$ cat src/rtl/cpu_pkg.sv
`default_nettype none
// ============================================================================
// Module  : cpu_pkg
// Brief   : Shared types and opcode constants for the CPU front end.
// Revision: 1.0 - initial release
// ============================================================================
package cpu_pkg;

    localparam int INSTR_W = 32;

    localparam logic [5:0] OP_RTYPE = 6'b000000;
    localparam logic [5:0] OP_J     = 6'b000010;
    localparam logic [5:0] OP_LW    = 6'b100011;
    localparam logic [5:0] OP_SW    = 6'b101011;
    localparam logic [5:0] OP_BEQ   = 6'b000100;

    typedef enum logic [1:0] {
        IDLE  = 2'd0,
        FETCH = 2'd1,
        WAIT  = 2'd2,
        HOLD  = 2'd3
    } fetch_state_t;

endpackage
`default_nettype wire

$ cat src/rtl/cpu_next_pc.sv
`default_nettype none
// ============================================================================
// Module  : cpu_next_pc
// Brief   : Combinational next-PC selection: jump, taken branch or PC+4.
// Revision: 1.0 - initial release
// ============================================================================
module cpu_next_pc (
    input  logic [31:0] pc,
    input  logic [25:0] jump_index,
    input  logic        branch_ctrl,
    input  logic        jump_ctrl,
    input  logic        alu_zero,
    input  logic [31:0] branch_offset,
    output logic [31:0] pc_plus4,
    output logic [31:0] next_pc
);

    logic [31:0] w_branch_target;
    logic [31:0] w_jump_target;

    assign pc_plus4        = pc + 32'd4;
    assign w_branch_target = pc_plus4 + (branch_offset << 2);
    assign w_jump_target   = {pc_plus4[31:28], jump_index, 2'b00};

    // Jump outranks branch when the decoder asserts both.
    always_comb begin
        next_pc = pc_plus4;
        if (jump_ctrl) begin
            next_pc = w_jump_target;
        end else if (branch_ctrl && alu_zero) begin
            next_pc = w_branch_target;
        end
    end

endmodule
`default_nettype wire

$ cat src/rtl/cpu_instr_fetch.sv
`default_nettype none
// ============================================================================
// Module  : cpu_instr_fetch
// Brief   : Single-outstanding instruction fetch with response timeout/retry.
// Revision: 1.0 - initial release
// ============================================================================
module cpu_instr_fetch
    import cpu_pkg::*;
#(
    parameter logic [31:0] RESET_PC       = 32'h0000_0000,
    parameter int          TIMEOUT_CYCLES = 16
) (
    input  logic               clk,
    input  logic               rst,
    output logic               imem_req,
    output logic [31:0]        imem_addr,
    input  logic [INSTR_W-1:0] imem_rdata,
    input  logic               imem_rvalid,
    output logic [INSTR_W-1:0] instr_out,
    output logic [5:0]         instruction_opcode,
    output logic               instr_valid,
    input  logic               instr_ready,
    output logic [31:0]        pc_out,
    output logic [31:0]        pc_plus4_out,
    input  logic               branch_ctrl,
    input  logic               jump_ctrl,
    input  logic               alu_zero,
    input  logic [31:0]        branch_offset,
    output logic               fetch_err
);

    localparam int                 c_CNT_W    = $clog2(TIMEOUT_CYCLES);
    localparam logic [c_CNT_W-1:0] c_CNT_LAST = c_CNT_W'(TIMEOUT_CYCLES - 1);

    fetch_state_t       r_state;
    fetch_state_t       w_state_next;
    logic [c_CNT_W-1:0] r_cnt;
    logic               r_imem_req;
    logic [31:0]        r_imem_addr;
    logic [INSTR_W-1:0] r_instr;
    logic               r_valid;
    logic [31:0]        r_pc;
    logic               r_err;
    logic               w_capture;
    logic               w_timeout;
    logic               w_consume;
    logic [31:0]        w_next_pc;

    always_ff @(posedge clk) begin
        if (rst) begin
            r_state <= IDLE;
        end else begin
            r_state <= w_state_next;
        end
    end

    always_comb begin
        w_state_next = r_state;
        case (r_state)
            IDLE:    w_state_next = FETCH;
            FETCH:   w_state_next = WAIT;
            WAIT: begin
                if (imem_rvalid) begin
                    w_state_next = HOLD;
                end else if (r_cnt == c_CNT_LAST) begin
                    w_state_next = FETCH;
                end
            end
            HOLD: begin
                if (instr_ready) begin
                    w_state_next = FETCH;
                end
            end
            default: w_state_next = IDLE;
        endcase
    end

    always_comb begin
        w_capture = 1'b0;
        w_timeout = 1'b0;
        w_consume = 1'b0;
        case (r_state)
            WAIT: begin
                w_capture = imem_rvalid;
                w_timeout = !imem_rvalid && (r_cnt == c_CNT_LAST);
            end
            HOLD:    w_consume = instr_ready;
            default: ;
        endcase
    end

    // The request is registered off the next state so it is high exactly
    // while the FSM sits in FETCH; the address always tracks the PC.
    always_ff @(posedge clk) begin
        if (rst) begin
            r_imem_req  <= 1'b0;
            r_imem_addr <= RESET_PC;
            r_instr     <= '0;
            r_valid     <= 1'b0;
            r_pc        <= RESET_PC;
            r_err       <= 1'b0;
            r_cnt       <= '0;
        end else begin
            r_imem_req <= (w_state_next == FETCH);
            if (r_state == FETCH) begin
                r_cnt <= '0;
            end else if (r_state == WAIT && !imem_rvalid) begin
                r_cnt <= r_cnt + 1'b1;
            end
            if (w_capture) begin
                r_instr <= imem_rdata;
                r_valid <= 1'b1;
            end
            if (w_consume) begin
                r_valid     <= 1'b0;
                r_pc        <= w_next_pc;
                r_imem_addr <= w_next_pc;
            end
            if (w_timeout) begin
                r_err <= 1'b1;
            end
        end
    end

    cpu_next_pc u_next_pc (
        .pc            (r_pc),
        .jump_index    (r_instr[25:0]),
        .branch_ctrl   (branch_ctrl),
        .jump_ctrl     (jump_ctrl),
        .alu_zero      (alu_zero),
        .branch_offset (branch_offset),
        .pc_plus4      (pc_plus4_out),
        .next_pc       (w_next_pc)
    );

    assign imem_req           = r_imem_req;
    assign imem_addr          = r_imem_addr;
    assign instr_out          = r_instr;
    assign instruction_opcode = r_instr[31:26];
    assign instr_valid        = r_valid;
    assign pc_out             = r_pc;
    assign fetch_err          = r_err;

endmodule
`default_nettype wire
$ cat config.mk
export PLATFORM = sky130hd
export DESIGN_NAME = cpu_instr_fetch
export DESIGN_NICKNAME = d
export VERILOG_FILES = /design/src/rtl/cpu_pkg.sv /design/src/rtl/cpu_next_pc.sv /design/src/rtl/cpu_instr_fetch.sv
export SDC_FILE = /design/constraint.sdc
export NUM_CORES = 1
export LEC_CHECK = 0
export ABC_AREA = 1
export CORE_ASPECT_RATIO = 0.8
export CORE_UTILIZATION = 50
export CTS_CLUSTER_SIZE = 40
export DETAILED_ROUTE_END_ITERATION = 10
export HOLD_SLACK_MARGIN = 0.08
export PLACE_DENSITY = 0.92
export SETUP_SLACK_MARGIN = 0.2
export SLEW_MARGIN = 30
export SYNTH_ARGS = -nofsm -noshare
export SYNTH_HDL_FRONTEND = slang
export SYNTH_HIERARCHICAL = 1
export SYNTH_SLANG_ARGS = --single-unit
$ cat constraint.sdc
create_clock -name clk -period 6.5 [get_ports clk]
set_clock_uncertainty 0.15 [all_clocks]
set_input_delay 0.65 -clock clk [delete_from_list [all_inputs] [get_ports clk]]
set_output_delay 0.65 -clock clk [all_outputs]
set_load 0.01 [all_outputs]
# After elaboration in Yosys (flattened, before gate mapping)
# Cells that the tools add are included.
# word_totals
wordCells	31
in_bits	71
mem_count	0
latch_bits	0
ramBits	0
out_inout_bits	137
romBits	0
register_bits	73
# op_classes
mul	0
mux	9
n_div	0
n_bitwise	0
n_addsub	3
magnitude_cmp	0
shifts	0
n_reduce_logical	7
eq_ne	5
# op_table
cell	count
two-way mux 32 bit	2
adder 32 x 3 -> 32 bit, second input constant	1
adder 32 bit	1
case mux 2 bit (4 select lines)	1
two-way mux 2 bit	3
adder 4 x 1 -> 4 bit, second input constant	1
== test 2 x 1 -> 1 bit, second input constant	2
== test 2 bit, second input constant	2
== test 4 bit, second input constant	1
OR reduction 2 bit	2
logical AND 1 bit	3
two-way mux 1 bit	3
zero test 2 bit	1
zero test 1 bit	1

# Longest topological paths before layout
# depth
ltp_word	5
mapped_depth	26
ltp_nobuf	26

# Modules after synthesis
# Netlist, hierarchy kept.
# by_module_without_submodules
module	cells_each	seq_area_each_um2	n_inst	area_per_inst_um2
cpu_next_pc	798	0.0	1	3910.0
cpu_instr_fetch	369	1461.4	1	2919.0

# Least setup slack after synthesis
# OpenSTA, ideal clock, no wires.
# synth_path
path_kind	flip-flop to flip-flop
from	reg r_pc[2], in the netlist pc_out[2]
to	reg r_pc[18], in the netlist pc_out[18]
t_required_ns	6.218
path_buffers	0
arrival_ns	2.930
synth_period_minus_slack_ns	3.212
path_slack_ns	3.288
setup_time_ns	0.132
path_stages_with_launch	23
path_cell_list	dfxtp_1 > ha_1 > nand2_1 > nor2_4 > nand3_4 > nor2_1 > nand2_1 > o21ai_1 > inv_1 > ha_1 > nand2_1 > nor2_1 > inv_1 > nor3_1 > nand2_1 > nand2_1 > nand2_1 > nand2_1 > o21ai_1 > nand2_1 > nand2_1 > nand2_1 > a21oi_1
# synth_between
elab_chain_len	4
# synth_lines
item	line	text
start: declaration	cpu_instr_fetch.sv:42	logic [31:0] r_pc;
start signal: assignment	cpu_instr_fetch.sv:116	r_pc <= w_next_pc;
adder 32 x 3 -> 32 bit	cpu_next_pc.sv:21	assign pc_plus4 = pc + 32'd4;
via pc_plus4_out[14]	cpu_instr_fetch.sv:24	output logic [31:0] pc_plus4_out,
adder 32 bit	cpu_next_pc.sv:22	assign w_branch_target = pc_plus4 + (branch_offset << 2);
two-way mux 32 bit	cpu_next_pc.sv:30	end else if (branch_ctrl && alu_zero) begin
two-way mux 32 bit	cpu_next_pc.sv:28	if (jump_ctrl) begin
via w_next_pc[18]	cpu_instr_fetch.sv:47	logic [31:0] w_next_pc;
# The timed path passes the listed nets, and every way through them passes these cells.
# A chain may end at the register's enable or synchronous reset.

# Worst setup path after layout
# layout_path
from	reg r_pc[2], in the netlist pc_out[2]
to	reg r_pc[21], in the netlist pc_out[21]
# layout_between
elab_chain_len	4
# layout_lines
item	line
adder 32 x 3 -> 32 bit (*)	cpu_next_pc.sv:21
adder 32 bit	cpu_next_pc.sv:22
two-way mux 32 bit (*)	cpu_next_pc.sv:30
two-way mux 32 bit (*)	cpu_next_pc.sv:28
via w_next_pc[21]	cpu_instr_fetch.sv:47
# Mark *: on every way through the listed nets, which the timed path passes. The rest lies on a longest branch.

==> results_dict.tcl <==
set metrics [dict create \
    yosysWarnings 6 \
    min_period_ns 4.24 \
    cts_buffer_depth 2 \
    switching_share_pct 27.1 \
    hold_path.class "reg2reg" \
    core-area_sq_um 13100 \
    cp_max_fo 8 \
    worst-setup-path-type "reg2reg" \
    r2r_end "pc_out[21]" \
    holdPathEnd "instr_valid" \
    p_seq_share_pct 36.6 \
    crit_chain "ha_1, nand2_1, nor2_4, nand3_4, nor2_1, nand2_1, o21ai_1, inv_1, ha_1, nand2_1, nor2_1, inv_1, nor2_1, nand4_1, nand4_1, nand3_1, a21oi_1, nand2_1, a21oi_1" \
    die-height_um 107 \
    relSlewSlack_pct 42.0 \
    synth_flop_cell "dfxtp_1" \
    yosysTopAreaCell "nand2_1" \
    setup_violations 0 \
    first_pass_iters 6 \
    die-area_sq_um 14100 \
    postSynth.asyncResetShare_pct 0 \
    r2r_start "pc_out[2]" \
    grt_overflow 0 \
    clk_pin_slew_worst_paths_ns 0.06 \
    hpwl_mm 17.7 \
    ys_seq_elements 73 \
    drtIter0Drc 1154 \
    gp_congestion 0.976 \
    synth_area_leaders "nand2_1, dfxtp_1, a21oi_1" \
    p_int_uw 942 \
    routed_wl_mm 23.6 \
    worstPathRequired_ns 6.61 \
    drc 0 \
    cts_resized 0 \
    die_x_um 133 \
    status "finished, final reports clean" \
    vias 8283 \
    synth_cell_type_count 39 \
    vdd_drop_max_mv 0.125 \
    ios 208 \
    min_path_cells 2 \
    fmax_mhz 236 \
    fin_tns_setup_ns 0 \
    arrival_ns 4.35 \
    maxCapViolCount 0 \
    p_comb_share_pct 18.4 \
    crit_top_cell "nand2_1" \
    rsz0062_at_grt "false" \
    via_per_inst 5.55 \
    cts_root_buf "clkbuf_16" \
    worstMarginPinSlew_ns 0.864 \
    drive_above_1_share_pct 4.93 \
    end_kind "register" \
    cpMaxStageDelayCell "dfxtp_1" \
    netlist_area_sq_um 6830 \
    regToRegSetupSlack_ns 2.26 \
    synth_top_area_share_pct 22.0 \
    drv_slew 0 \
    r2r_cells 19 \
    antenna_found_initial 0 \
    synth_edf_count 0 \
    ant_nets 0 \
    rows 37 \
    syn_area_per_cell_sq_um 5.85 \
    grt.total_usage_pct 32.7 \
    hold_viol_final 0 \
    final_nets 1422 \
    leakagePower_uw 0.00399 \
    critPathLaunchType "register" \
    p_total_uw 1290 \
    max_stage_delay_ns 0.55 \
    routedWlPerCell_um 15.8 \
    whs_ns 0.327 \
    synth-seq-area-share_pct 21.4 \
    cts_tree "yes" \
    h-tree-depth 3 \
    clock_latency_ns 0.34 \
    port_buffers 205 \
    grt_pass1_vias 7259 \
    n_antenna_cell 0 \
    synth_cells 1167 \
    clkPwrFrac_pct 45.1 \
    cts_made_buffers 9 \
    grt_max_degree 70 \
    cts.sinks 73 \
    syn_to_final_growth_pct 31.8 \
    start_util_pct 52.1 \
    hold_path.startpoint "instr_valid" \
    power_density_nw_per_um2 144 \
    period_share_pct 65.3 \
    switchingPower_uw 350 \
    grt_pass1_wl_mm 36.5 \
    hold_buffers 0 \
    utilization_pct 68.7 \
    postCtsSetupRepairBufs 0 \
    final_cell_mix "nand2_1, clkdlybuf4s50_1, inv_1, a21oi_1, nand3_1" \
    synth_nets 1276 \
    layout_commonest_cell "nand2_1" \
]
-- per-stage QoR --
step / instances / setup WS (ns) / instance area (sq um)
after CTS: 1493 / 2.41 / 9000
after global routing: 1493 / 2.06 / 9000
after global placement: 1477 / 2.65 / 8650
final: 1493 / 2.26 / 9000
after detailed placement: 1477 / 2.53 / 8650
after floorplan: 1167 / 3.29 / 6830
-- worst max-delay path: cells and delay by family (launching register included) --
kind / cells / cell delay [ns]
compound gates: 3 / 0.64
buf+inv: 2 / 0.18
fa+ha+maj: 2 / 0.80
simple gates: 12 / 1.82
flops: 1 / 0.55
-- logic make-up (layout without fill, tap and decap cells) --
| kind of cell | count (synthesis) | after routing | share of synthesized area, % |
|---|---|---|---|
| buf+inv | 223 | 374 | 15.1 |
| xor+xnor | 20 | 20 | 2.68 |
| compound gates | 144 | 144 | 11.0 |
| simple gates | 669 | 669 | 42.7 |
| fa+ha+maj | 38 | 38 | 7.07 |
| flops | 73 | 73 | 21.4 |
-- how the worst max path moves through the flow --
stage	startpoint	cells past startpoint	endpoint
final	pc_out[2]	19	pc_out[21]
after global routing	pc_out[2]	21	pc_out[18]
after CTS	pc_out[2]	21	pc_out[18]
after detailed placement	pc_out[2]	21	pc_out[18]
after global placement	pc_out[2]	21	pc_out[18]
after floorplan	pc_out[2]	22	pc_out[18]
-- synthesized netlist by cell type, types with 3 or more instances --
| cell | count |
|---|---|
| nand3b_1 | 3 |
| inv_1 | 142 |
| nand3_1 | 99 |
| buf_4 | 46 |
| nor2_1 | 96 |
| nor3_1 | 15 |
| a31oi_1 | 10 |
| nand2_1 | 401 |
| buf_1 | 4 |
| inv_2 | 5 |
| nor2_4 | 5 |
| nor2_2 | 5 |
| nand4_1 | 12 |
| xnor2_1 | 7 |
| dfxtp_1 | 73 |
| ha_1 | 37 |
| o21ai_0 | 11 |
| nand2_4 | 5 |
| nand2_2 | 6 |
| a21oi_1 | 109 |
| clkbuf_1 | 15 |
| or2_2 | 8 |
| o21ai_1 | 6 |
| buf_2 | 8 |
| and2_1 | 4 |
| xor2_1 | 12 |
| o21bai_1 | 6 |
-- registers in the layout, indices dropped and copies added, names as in the netlist --
| name | cells |
|---|---|
| r_state | 2 |
| r_cnt | 4 |
| imem_req | 1 |
| instr_out | 32 |
| fetch_err | 1 |
| instr_valid | 1 |
| pc_out | 32 |
-- per-layer routing --
| layer | share of wire [%] | global-route usage (%) | vias to the layer above |
|---|---|---|---|
| met3 | 12 | 6.25 | 48 |
| li1 | - | - | 3963 |
| met1 | 40 | 43.4 | 3736 |
| met2 | 45 | 53.2 | 536 |
| met4 | 2.5 | 10.4 | 0 |
| met5 | 0 | 0 | - |
-- power groups by stage --
stage	registers (uW)	logic, uW	clock network [uW]
3_5_place_dp	482	231	0
2_1_floorplan	483	128	0
5_1_grt	474	257	600
4_1_cts	472	233	579
3_3_place_gp	481	227	0
6_report	472	237	582
-- layout make-up --
class | instances | area [sq um]
fillers | 1116 | 4100
clock inverters | 6 | 115
repair buffers | 209 | 2080
clock buffers | 10 | 229
well taps | 175 | 219
inverters | 149 | 559
flip-flops and latches | 73 | 1460
multi-input cells | 871 | 4340
No activity file was read; power rests on OpenSTA's default activity.
